==> config.mk <==
export PLATFORM = sky130hd
export DESIGN_NAME = shift_right_seq_flat
export DESIGN_NICKNAME = d
export VERILOG_FILES = /design/src/rtl/shift_right_seq_if.sv /design/src/rtl/shift_right_seq.sv /design/src/flat_wrapper.sv
export SDC_FILE = /design/constraint.sdc
export NUM_CORES = 1
export LEC_CHECK = 0
export ABC_AREA = 1
export BUFFER_PORTS_ARGS = -buffer_cell sky130_fd_sc_hd__clkbuf_2
export CORE_AREA = 5 5 76 78
export CTS_BUF_LIST = sky130_fd_sc_hd__clkbuf_4
export DETAILED_ROUTE_END_ITERATION = 10
export DIE_AREA = 0 0 81 83
export PLACE_DENSITY = 0.63
export SLEW_MARGIN = 20
export SYNTH_ARGS = -nofsm -noshare
export SYNTH_HDL_FRONTEND = slang
export SYNTH_SLANG_ARGS = --single-unit
export TNS_END_PERCENT = 10
==> constraint.sdc <==
create_clock -name clk -period 1.58 [get_ports clk]
set_input_delay 0.079 -clock clk [delete_from_list [all_inputs] [get_ports clk]]
set_output_delay 0.079 -clock clk [all_outputs]
set_load 0.01 [all_outputs]
==> src/rtl/shift_right_seq_if.sv <==
// Request/response bundle for the sequential right shifter/rotator.
// The tb side drives the request (master), the shifter answers (slave).
// Optional macro SHIFT_RIGHT_STICKY_EN adds the sticky flag to the bundle.
interface shift_right_seq_if #(
    parameter int WIDTH = 16,
    parameter int AMT_W = 4
);
    logic             start;
    logic [WIDTH-1:0] src;
    logic [AMT_W-1:0] amt;
    logic [1:0]       mode;
    logic             busy;
    logic             done;
    logic [WIDTH-1:0] res;
`ifdef SHIFT_RIGHT_STICKY_EN
    logic             sticky;

    modport master (
        output start, src, amt, mode,
        input  busy, done, res, sticky
    );

    modport slave (
        input  start, src, amt, mode,
        output busy, done, res, sticky
    );
`else
    modport master (
        output start, src, amt, mode,
        input  busy, done, res
    );

    modport slave (
        input  start, src, amt, mode,
        output busy, done, res
    );
`endif
endinterface

==> src/rtl/shift_right_seq.sv <==
// Multi-cycle right shifter/rotator, one bit position per clock.
// Modes: 00 logical, 01 arithmetic, 10 rotate right, 11 same as logical.
// Optional macro SHIFT_RIGHT_STICKY_EN: adds a sticky flag that reports
// whether any 1 bit fell off the LSB end in logical/arithmetic mode.
//
// state   | meaning
// --------+-----------------------------------------------------------
// S_IDLE  | waiting for start; done pulses here for one cycle
// S_SHIFT | shifting one bit per edge until the count reaches zero
module shift_right_seq #(
    parameter int WIDTH = 16,
    parameter int AMT_W = 4
) (
    input  logic             clk,
    input  logic             rst,
    shift_right_seq_if.slave bus
);

    typedef enum logic [0:0] {
        S_IDLE  = 1'b0,
        S_SHIFT = 1'b1
    } state_t;

    localparam logic [1:0] MODE_ARITH = 2'b01;
    localparam logic [1:0] MODE_ROT   = 2'b10;

    state_t           state_q, state_d;
    logic [WIDTH-1:0] sh_q, sh_d;
    logic [AMT_W-1:0] cnt_q, cnt_d;
    logic [1:0]       mode_q, mode_d;
    logic [WIDTH-1:0] res_q, res_d;
    logic             done_q, done_d;
    logic             msb_in;
`ifdef SHIFT_RIGHT_STICKY_EN
    logic             acc_q, acc_d;
    logic             sticky_q, sticky_d;
`endif

    // Bit entering at the MSB for the current mode.
    always_comb begin
        msb_in = 1'b0;
        case (mode_q)
            MODE_ARITH: msb_in = sh_q[WIDTH-1];
            MODE_ROT:   msb_in = sh_q[0];
            default:    msb_in = 1'b0;
        endcase
    end

    // Next-state and datapath update for the two-state sequencer.
    always_comb begin
        state_d = state_q;
        sh_d    = sh_q;
        cnt_d   = cnt_q;
        mode_d  = mode_q;
        res_d   = res_q;
        done_d  = 1'b0;
`ifdef SHIFT_RIGHT_STICKY_EN
        acc_d    = acc_q;
        sticky_d = sticky_q;
`endif
        case (state_q)
            S_IDLE: begin
                if (bus.start) begin
                    sh_d    = bus.src;
                    cnt_d   = bus.amt;
                    mode_d  = bus.mode;
                    state_d = S_SHIFT;
`ifdef SHIFT_RIGHT_STICKY_EN
                    acc_d   = 1'b0;
`endif
                end
            end
            S_SHIFT: begin
                if (cnt_q != '0) begin
                    sh_d  = {msb_in, sh_q[WIDTH-1:1]};
                    cnt_d = cnt_q - AMT_W'(1);
`ifdef SHIFT_RIGHT_STICKY_EN
                    // Rotation loses no bits, so it never feeds the flag.
                    if (mode_q != MODE_ROT) begin
                        acc_d = acc_q | sh_q[0];
                    end
`endif
                end else begin
                    res_d   = sh_q;
                    done_d  = 1'b1;
                    state_d = S_IDLE;
`ifdef SHIFT_RIGHT_STICKY_EN
                    sticky_d = acc_q;
`endif
                end
            end
            default: begin
                state_d = S_IDLE;
            end
        endcase
    end

    // State and datapath registers with synchronous reset.
    always_ff @(posedge clk) begin
        if (rst) begin
            state_q <= S_IDLE;
            sh_q    <= '0;
            cnt_q   <= '0;
            mode_q  <= '0;
            res_q   <= '0;
            done_q  <= 1'b0;
        end else begin
            state_q <= state_d;
            sh_q    <= sh_d;
            cnt_q   <= cnt_d;
            mode_q  <= mode_d;
            res_q   <= res_d;
            done_q  <= done_d;
        end
    end

`ifdef SHIFT_RIGHT_STICKY_EN
    // Sticky accumulator and its published copy, updated with res.
    always_ff @(posedge clk) begin
        if (rst) begin
            acc_q    <= 1'b0;
            sticky_q <= 1'b0;
        end else begin
            acc_q    <= acc_d;
            sticky_q <= sticky_d;
        end
    end

    assign bus.sticky = sticky_q;
`endif

    // busy covers the shift phase plus the done cycle, so the earliest
    // accepted follow-on start is the edge that ends the done cycle.
    assign bus.busy = (state_q == S_SHIFT) || done_q;
    assign bus.done = done_q;
    assign bus.res  = res_q;

endmodule

==> src/flat_wrapper.sv <==
// flat-port wrapper written by rule: the top's interface ports become plain ports
module shift_right_seq_flat 
#(
    parameter int WIDTH = 16,
    parameter int AMT_W = 4
)
  (clk, rst, bus_start, bus_src, bus_amt, bus_mode, bus_busy, bus_done, bus_res);
  shift_right_seq_if #(.WIDTH(WIDTH), .AMT_W(AMT_W)) bus_i ();
  input  logic clk;
  input  logic rst;
  input wire logic [$bits(bus_i.start)-1:0] bus_start;
  input wire logic [$bits(bus_i.src)-1:0] bus_src;
  input wire logic [$bits(bus_i.amt)-1:0] bus_amt;
  input wire logic [$bits(bus_i.mode)-1:0] bus_mode;
  output wire logic [$bits(bus_i.busy)-1:0] bus_busy;
  output wire logic [$bits(bus_i.done)-1:0] bus_done;
  output wire logic [$bits(bus_i.res)-1:0] bus_res;
  assign bus_i.start = bus_start;
  assign bus_i.src = bus_src;
  assign bus_i.amt = bus_amt;
  assign bus_i.mode = bus_mode;
  assign bus_busy = bus_i.busy;
  assign bus_done = bus_i.done;
  assign bus_res = bus_i.res;
  shift_right_seq #(.WIDTH(WIDTH), .AMT_W(AMT_W)) u_core (.clk(clk), .rst(rst), .bus(bus_i));
endmodule
==> results.ini <==
[synth]
syn_nets=272
synth_top_family_by_area=simple AND/OR/NAND/NOR gates
synth_seq_cells=40
synthMuxAreaShare_pct=0
syn-cell-area_mm2=0.001712
synth.avg_cell_area_um2=6.958
yosys.area_share.adder_pct=0.7310
synth_compound_area_share_pct=17.84
yosysWarnings=0
synth_xor_area_share_pct=0
netlist_instances=246
synthDistinctLibCells=17
synth_simple_gate_area_share_pct=24.56
seq_area_frac_synth_pct=46.78

[setup_path]
worst_setup_path_start_kind=flop
rr_worst_depth=7
worst_ep_arrival_time_ns=1.40
crit_path_max_fanout=17
path_cells=buf_4, or2_2, clkbuf_2
cpMaxStageDelayCell=dfxtp_1
r2r_start=u_core.cnt_q[0]
critPathBufInv=2
crit_family=flip-flops
r2r_end=u_core.sh_q[8]
worstSetupEndpointType=primary output
critPathKind=reg2out
required_ns=1.50
r2r_slack_ns=0.18
cpPeakStageDelay_ns=0.39

[layout]
area_growth_pct=20.10
post_route_cells_drive_above_1_share_pct=20.34
post_layout_nonfiller_instances=360
layout_commonest_cell=nand2_1
layout_common_cells=nand2_1 (58), clkbuf_2 (42), nor2_1 (40), dfxtp_1 (40), o21ai_1 (24)
nets=315
final_area_mm2=0.002056
diodes=0

[sta]
skew_ns=0.01494
timing.fmax_ghz=0.6761
slew_headroom_pct=64.91
layout_setup_ws_ns=0.1009
tns_ns=0
post-route-period-util_pct=93.61
tightest_slew_ns=0.5255
drv_slew=0
rsz0062_at_grt=false
fin_crit_ns=1.479
hold_viol=0
setup_viol=0

[grt]
grt-ovfl-total=0
grt_antenna_before_repair=0
grt_pass1_wl_um=6755
grt.total_usage_pct=12.44
grt_max_degree=38
grt_pass1_vias=1588

[clocking]
cts_buffers=5
cts_root_buf=clkbuf_4
cts.sinks=40
worstSkewPairLatency_ns=0.35
cts.clk_slew.worst_paths_ns=0.12
cts_tree=done
clk_path_buf_depth=2
h-tree-depth=2
post-cts-setup-buffer-count=0

[min_path]
min_to=u_core.sh_q[4]
worstHoldStart=bus_src[4]
worst_hold_path.num_cells=5
worst_hold_path_type=in2reg

[routing]
vias=1585
drtIter0Drc=59
ant_nets=0
routedWlPerCell_um=10.72
wl_um=3860
route.met2.wl_um=1938
top_layer_used=met4
vias_per_cell=4.403
drc_errors=0
drt-pass1-iter-count=4
met3_length_um=149
met1_length_um=1715

[power_and_ir_drop]
leakagePower_nw=0.9732
worst_ir_drop_vdd_mv=0.3216
p_per_area_mw_per_mm2=1115
total_power_w=0.002293

[floorplanning]
io_pins=43
num_rows=26
die_x_um=81
die_h_um=83
core_area_mm2=0.005010
start_util_pct=34.17
die-area_mm2=0.006723

[run]
drv_cap=0

[status]
status=complete, no violations

[place]
dpl-instance-area_mm2=0.001961
placed_cells=349
portBuffers=42
place.gp.congestion=0.7360
pre_cts_ws_ns=0.1583
dp_hpwl_um=2768

==> cell families after synthesis <==
group,count (synthesis)
compound gates,61
fa+ha+maj,1
buf+inv,38
flops,40
simple gates,106
==> repair_timing <==
item,4_1_cts,5_1_grt
endpoints found under the hold margin,5,0
endpoints found under the setup margin,0,2
resized for setup,0,1
hold buffers,3,0
==> worst max-delay path by stage <==
stage	start	end	slack (ns)	depth (start not counted)
after floorplan	u_core.cnt_q[0]	u_core.sh_q[0]	0.35	8
after global placement	u_core.cnt_q[0]	u_core.sh_q[4]	0.20	7
after detailed placement	u_core.cnt_q[0]	u_core.sh_q[12]	0.16	7
after CTS	u_core.state_q	bus_busy	0.08	3
after global routing	u_core.state_q	bus_busy	0.03	3
final	u_core.state_q	bus_busy	0.10	3
==> worst min-delay path, delay by kind of cell <==
family                 cells  cell delay (ns)
AOI/OAI and AO/OA          1             0.06
buffers and inverters      1             0.07
and+or+nand+nor            3             0.17
==> routing by layer <==
metal	up-vias	global-route usage, %
met5	-	0
met4	0	4.147
met3	6	3.680
met2	24	21.88
met1	692	14.01
li1	863	-
==> registers in the layout, indices dropped and copies added, names as in the netlist <==
name and cells:
u_core.bus.res 16, u_core.cnt_q 4, u_core.sh_q 16, u_core.mode_q 2, u_core.bus.done 1, u_core.state_q 1
==> area by class of cell <==
cell class	count	area (µm²)
clock buffers	7	52.55
clock inverters	1	3.754
fillers	602	2954
inverters	25	93.84
multi-input cells	168	747.0
flip-flops and latches	40	800.8
well taps	70	87.58
repair buffers	49	270.3
==> per-stage QoR <==
stage,hold slack (ns),utilization [%]
floorplan,0.1481,-
global placement,0.3108,39.14
detailed placement,0.3311,39.14
CTS,0.04616,40.86
global route,0.08044,41.03
finish,0.05338,41.03
==> Yosys cell counts <==
cell type | n | area (µm²)
a21oi_1 | 20 | 100.1
o21ai_1 | 24 | 120.1
nor3_1 | 1 | 5.000
nand2_1 | 58 | 217.7
o21ai_0 | 17 | 85.08
buf_2 | 6 | 30.03
nand2_4 | 1 | 11.26
inv_2 | 3 | 11.26
nor2_1 | 40 | 150.1
nand3_1 | 4 | 20.02
nand3_2 | 1 | 10.01
dfxtp_1 | 40 | 800.8
inv_1 | 22 | 82.58
buf_6 | 3 | 33.78
ha_1 | 1 | 12.51
clkbuf_1 | 4 | 15.01
or2_2 | 1 | 6.260
==> power by group <==
group	total [W]	switching, W	internal [W]
sequential	0.00123	0.0000864	0.00114
clock	0.000526	0.000320	0.000206
combinational	0.000540	0.000330	0.000210
(Power assumes the default switching activity.)
